===== src/rtl/x_oddr_ser.sv =====
// x_oddr_ser: parallel-to-DDR serializer feeding ODDR D1/D2/CE, LSB pair first.
// Optional X_ODDR_SER_UFLOW_EN adds sticky UFLOW and saturating UFLOW_CNT outputs.
module x_oddr_ser #(
   parameter int   WIDTH = 8,
   parameter logic IDLE  = 1'b0
) (
   input  logic             C,
   input  logic             RN,
   input  logic [WIDTH-1:0] DIN,
   input  logic             DVALID,
   output logic             DREADY,
   output logic             D1,
   output logic             D2,
   output logic             CE,
   output logic             BUSY
`ifdef X_ODDR_SER_UFLOW_EN
   ,
   output logic             UFLOW,
   output logic [7:0]       UFLOW_CNT
`endif
);
   localparam int CW = $clog2(WIDTH / 2 + 1);
   localparam logic [CW-1:0] HALF = CW'(WIDTH / 2);
   logic [WIDTH-1:0] sr_q, sr_d;
   logic [CW-1:0]    cnt_q, cnt_d;
   logic             d1_q, d1_d, d2_q, d2_d, ce_q, ce_d;
   logic             idle_cnt, acc;
   assign idle_cnt = cnt_q == '0;
   assign DREADY   = idle_cnt || (cnt_q == CW'(1));
   assign acc      = DVALID && DREADY;
   assign D1       = d1_q;
   assign D2       = d2_q;
   assign CE       = ce_q;
   assign BUSY     = !idle_cnt || ce_q;
   // With one pair left, the old pair goes out while the new word loads whole.
   always_comb begin
      sr_d  = sr_q;
      cnt_d = cnt_q;
      d1_d  = IDLE;
      d2_d  = IDLE;
      ce_d  = 1'b0;
      if (acc && idle_cnt) begin
         d1_d  = DIN[0];
         d2_d  = DIN[1];
         ce_d  = 1'b1;
         sr_d  = DIN >> 2;
         cnt_d = HALF - CW'(1);
      end else if (!idle_cnt) begin
         d1_d  = sr_q[0];
         d2_d  = sr_q[1];
         ce_d  = 1'b1;
         sr_d  = acc ? DIN : sr_q >> 2;
         cnt_d = acc ? HALF : cnt_q - CW'(1);
      end
   end
   always_ff @(posedge C or negedge RN) begin
      if (!RN) begin
         sr_q  <= '0;
         cnt_q <= '0;
         d1_q  <= IDLE;
         d2_q  <= IDLE;
         ce_q  <= 1'b0;
      end else begin
         sr_q  <= sr_d;
         cnt_q <= cnt_d;
         d1_q  <= d1_d;
         d2_q  <= d2_d;
         ce_q  <= ce_d;
      end
   end
`ifdef X_ODDR_SER_UFLOW_EN
   logic       uflow_q, uflow_d, ev;
   logic [7:0] ucnt_q, ucnt_d;
   assign ev        = ce_q && idle_cnt && !acc;
   assign uflow_d   = uflow_q || ev;
   assign ucnt_d    = (ev && ucnt_q != 8'hFF) ? ucnt_q + 8'd1 : ucnt_q;
   assign UFLOW     = uflow_q;
   assign UFLOW_CNT = ucnt_q;
   always_ff @(posedge C or negedge RN) begin
      if (!RN) begin
         uflow_q <= 1'b0;
         ucnt_q  <= '0;
      end else begin
         uflow_q <= uflow_d;
         ucnt_q  <= ucnt_d;
      end
   end
`endif
endmodule

===== config.mk =====
export PLATFORM = sky130hd
export DESIGN_NAME = x_oddr_ser
export DESIGN_NICKNAME = d
export VERILOG_FILES = /design/src/rtl/x_oddr_ser.sv
export SDC_FILE = /design/constraint.sdc
export NUM_CORES = 1
export LEC_CHECK = 0
export CAP_MARGIN = 10
export CORE_ASPECT_RATIO = 0.8
export CORE_MARGIN = 3
export CORE_UTILIZATION = 50
export DETAILED_ROUTE_END_ITERATION = 16
export PLACE_DENSITY = 0.8
export SYNTH_ARGS = -nofsm -noshare
export SYNTH_HDL_FRONTEND = slang
export SYNTH_SLANG_ARGS = --single-unit

===== constraint.sdc =====
create_clock -name C -period 1.9 [get_ports C]
set_input_delay 0.38 -clock C [delete_from_list [all_inputs] [get_ports C]]
set_output_delay 0.38 -clock C [all_outputs]
set_load 0.02 [all_outputs]

==> results <==
- The run finished with clean final reports.
- For this design the ratio of total power to cell area is 1518 nW/um^2.
- The detail route stage leaves a number of antenna-violating nets equal to 0.
- The highest attainable clock frequency is 0.5701 GHz.
- The highest fanout seen on the critical path is 5.
- The final RePlAce weighted congestion is 0.7668.
- In the final routed layout, each cell accounts on average for approximately 16 um.
- Summed over all nets, the half-perimeter wirelength after detailed placement is 1348 um.
- The number of rows created at floorplan is 12.
- The number of library cell types mapped by synthesis is 27.
- For this block, the initial DRC count from the detailed router was 16.
- After detailed routing, the number of vias per cell comes to 5.792.
- The master of the slowest instance on the critical path is sky130_fd_sc_hd__dfrtp_1.
- The number of nets in the layout is 114.
- The die is 52.26 um wide.
- The gate count after technology mapping is 76.
- The number of synthesized register bits is 14.
- After clock tree synthesis, the clock-pin slew on the worst setup and hold paths is 90 ps.
- Walking the worst path, the cells encountered are inv_1 -> ha_1 -> and2b_2 -> nand2b_1 -> buf_2.
- The count of fill cells added during filler insertion is 116.
- The max-slew violation total from the final report is 0.
- The cell family contributing the most delay on the critical path is flip-flops.
- The number of violations of the max-capacitance limit is 0.
- TritonCTS built the clock tree.
- The final instance area is approximately 1100 sq um.
- The clock reaches the later pin of the worst-skew pair after 280 ps.
- In this run the mean area of a mapped cell was 11.26 sq um.
- The root buffer cell chosen for the clock tree is sky130_fd_sc_hd__clkbuf_4.
- Setup violations remaining at the end of the flow were counted as 0.
- The combined flip-flop and latch cell area is between 300 and 400 sq um.
- The initial core utilization is a little under three fifths.
- The area enclosed by the die boundary is 2247 sq um.
- The library cells used most frequently in the layout, excluding fill and tap cells, are sky130_fd_sc_hd__dfrtp_1, sky130_fd_sc_hd__clkdlybuf4s50_1, sky130_fd_sc_hd__buf_4.
- The number of hold-slack violations in the final timing report is 0.
- The library cell used most frequently in the layout, excluding fill and tap cells, is sky130_fd_sc_hd__dfrtp_1.
- The multi-input combinational cells in the finished layout cover a total of about 450 sq um.
- The total placed instance area is 1055 sq um.
- The worst-case vdd ir drop is roughly 990 uV.
- The H-tree depth reported by CTS is 1.
- After global routing the overflow that remains totals 0.
- The layout-stage area growth over the synthesis result is 26.32%.
- On the final layout, the worst clock skew is roughly 4.4 ps.
- The first global-routing pass estimated 3236 um of wire.
- The delay of the slowest cell on the worst path is 350 ps.
- The worst slew margin relative to its limit is 64.85%.
- For this run, the number of Yosys warnings is 0.
- The DRC violations left is 0.
- The post-synthesis instance area is ~860 sq um.
- The number of antenna violations at the first check in global routing came to 0.
- The actual transition at the worst max-transition pin is 527.3 ps.
- The all-layer global routing usage is 19.80%.
- Setup slack on the critical path of the routed design comes to 145.8 ps.
- The number of antenna diodes in the final layout is 0.
- The post-route fraction of the period consumed by the critical path is 92.33%.
- The final critical delay including setup and external delays is about 1800 ps.
- The total negative slack for setup checks is 0 ps.
- For this design, the sink count on the clock tree is 14.
- The cell count after placement is roughly 120.
- The worst setup path is captured at a primary output.
- The leakage power total is around 0.00046 uW.
- After detailed routing, the total wire length is 1931 um.
- The net count after synthesis is 90.
- The path class of the tightest hold or removal check is in -> async.
- The number of global-route vias before repair is 662.
- The proportion of synthesized chip area in sequential cells is 40.94%.
- At the placement stage, the worst setup path has a slack of between 30 and 40 ps.
- The number of buffers and inverters on the critical path is 2.
- No sink is reached through more buffers than the 2 on the longest clock path.
- The startpoint-to-endpoint class of the critical path is reg -> out.
- The detailed router placed 695 vias in this run.
- Setup repair after global routing left no endpoint under its margin.
- After the flow finishes, the layout carries non-filler instances totaling 120.
- The count of input and output buffers is 15.
- From bottom edge to top edge, the die measures 43.01 um.
- For the worst setup path, the data required time is 1520 ps.
- Pin placement for this block handled 16 I/O pins.
- The area of the core is 1501 sq um.
- The number of buffers created by CTS is 3.
- Cells with a size suffix above 1 make up 32.32% of the layout.
- The number of iterations in the first detailed-routing pass is 4.
- The data arrival at the endpoint of the critical path is 1370 ps.
- The worst setup path is launched from a flop.
- The pin count of the biggest net entering global routing is 15.
==> area by class of cell <==
class	instances	area share [%]
sequential	14	32.41
multi-input combinational	55	41.32
timing repair buffer	22	17.82
tap	21	2.431
clock buffer	4	3.356
inverter	4	2.662
==> final timing paths <==
kind                                   endpoint  cells after the start                  from  slack, ps
min in group C                     D2$_DFF_PN0_                      2   sr_q[1]$_DFFE_PN0P_        470
setup / recovery                           BUSY                      5  cnt_q[1]$_DFFE_PN0P_        150
setup reg to reg           cnt_q[0]$_DFFE_PN0P_                      5  cnt_q[1]$_DFFE_PN0P_        360
hold reg to reg                    D2$_DFF_PN0_                      2   sr_q[1]$_DFFE_PN0P_        470
max in group asynchronous          D2$_DFF_PN0_                      2                    RN       1320
hold / removal             cnt_q[0]$_DFFE_PN0P_                      2                    RN        400
==> power breakdown <==
group / leakage [uW] / internal [uW] / total [uW] / switching, uW
sequential: 0.000175 / 407 / 465 / 58.4
clock: 0.0000210 / 117 / 216 / 99.0
combinational: 0.000266 / 473 / 960 / 487
total: 0.000463 / 997 / 1640 / 645
==> routing by layer <==
metal  GRT usage (%)  vias to the layer above  share of wire [%]
li1                -                      333                  -
met1           28.82                      343                 50
met2           28.32                       14                 44
met3           5.263                        5                5.0
met4           6.122                        0                1.3
met5               0                        -                  0
==> synthesized netlist by cell type <==
| master | count | area share [%] |
|---|---|---|
| sky130_fd_sc_hd__a21oi_1 | 2 | 1.2 |
| sky130_fd_sc_hd__a21oi_2 | 6 | 6.1 |
| sky130_fd_sc_hd__a22oi_2 | 1 | 1.5 |
| sky130_fd_sc_hd__a2bb2oi_2 | 1 | 1.8 |
| sky130_fd_sc_hd__and2_1 | 1 | 0.73 |
| sky130_fd_sc_hd__and2b_2 | 1 | 1.0 |
| sky130_fd_sc_hd__buf_4 | 1 | 0.88 |
| sky130_fd_sc_hd__buf_6 | 2 | 2.6 |
| sky130_fd_sc_hd__bufinv_8 | 1 | 2.0 |
| sky130_fd_sc_hd__dfrtp_1 | 14 | 41 |
| sky130_fd_sc_hd__ha_1 | 3 | 4.4 |
| sky130_fd_sc_hd__inv_1 | 3 | 1.3 |
| sky130_fd_sc_hd__mux2_1 | 6 | 7.9 |
| sky130_fd_sc_hd__nand2_1 | 6 | 2.6 |
| sky130_fd_sc_hd__nand2b_1 | 1 | 0.73 |
| sky130_fd_sc_hd__nand2b_2 | 1 | 1.0 |
| sky130_fd_sc_hd__nand3_1 | 4 | 2.3 |
| sky130_fd_sc_hd__nand3b_2 | 1 | 1.3 |
| sky130_fd_sc_hd__nor2_1 | 3 | 1.3 |
| sky130_fd_sc_hd__nor2b_1 | 1 | 0.73 |
| sky130_fd_sc_hd__o211ai_1 | 1 | 0.88 |
| sky130_fd_sc_hd__o21ai_1 | 1 | 0.58 |
| sky130_fd_sc_hd__o21ai_2 | 1 | 1.0 |
| sky130_fd_sc_hd__o22a_1 | 1 | 1.0 |
| sky130_fd_sc_hd__o22ai_1 | 6 | 4.4 |
| sky130_fd_sc_hd__o22ai_2 | 6 | 8.8 |
| sky130_fd_sc_hd__or2b_1 | 1 | 0.88 |
==> state kept, by name (all words and copies together), names as in the netlist <==
signal	count
D1	1
D2	1
sr_q	8
CE	1
cnt_q	3
==> worst reg2reg max path: cells and delay by family, from the launching register on <==
| family | cells | cell delay (ps) |
|---|---|---|
| simple gates | 1 | 420 |
| flops | 1 | 380 |
| compound gates | 2 | 300 |
| fa+ha+maj | 1 | 210 |
| buf+inv | 1 | 100 |
==> metrics by stage <==
stage	power (uW)	hold slack [ps]	util, %
after floorplan	1178	84.41	-
after global placement	1404	441.4	70.25
after global routing	1763	397.1	72.00
after CTS	1652	395.6	72.67
final	1641	401.9	72.00
after detailed placement	1437	446.7	70.25
==> cells by family (layout without fill, tap and decap cells) <==
logic type / after synthesis / after routing / share of synthesized area (%)
fa+ha+maj: 3 / 3 / 4.386
buf+inv: 7 / 30 / 6.872
simple gates: 20 / 20 / 12.72
compound gates: 26 / 26 / 27.19
flops: 14 / 14 / 40.94
mux: 6 / 6 / 7.894
==> what timing repair did <==
action	CTS	global route
setup buffers	0	0
cloned	0	0
resized for setup	4	3
hold buffers	0	0
setup endpoints to repair	2	2
Note: power is estimated with default switching activity, not from simulation.
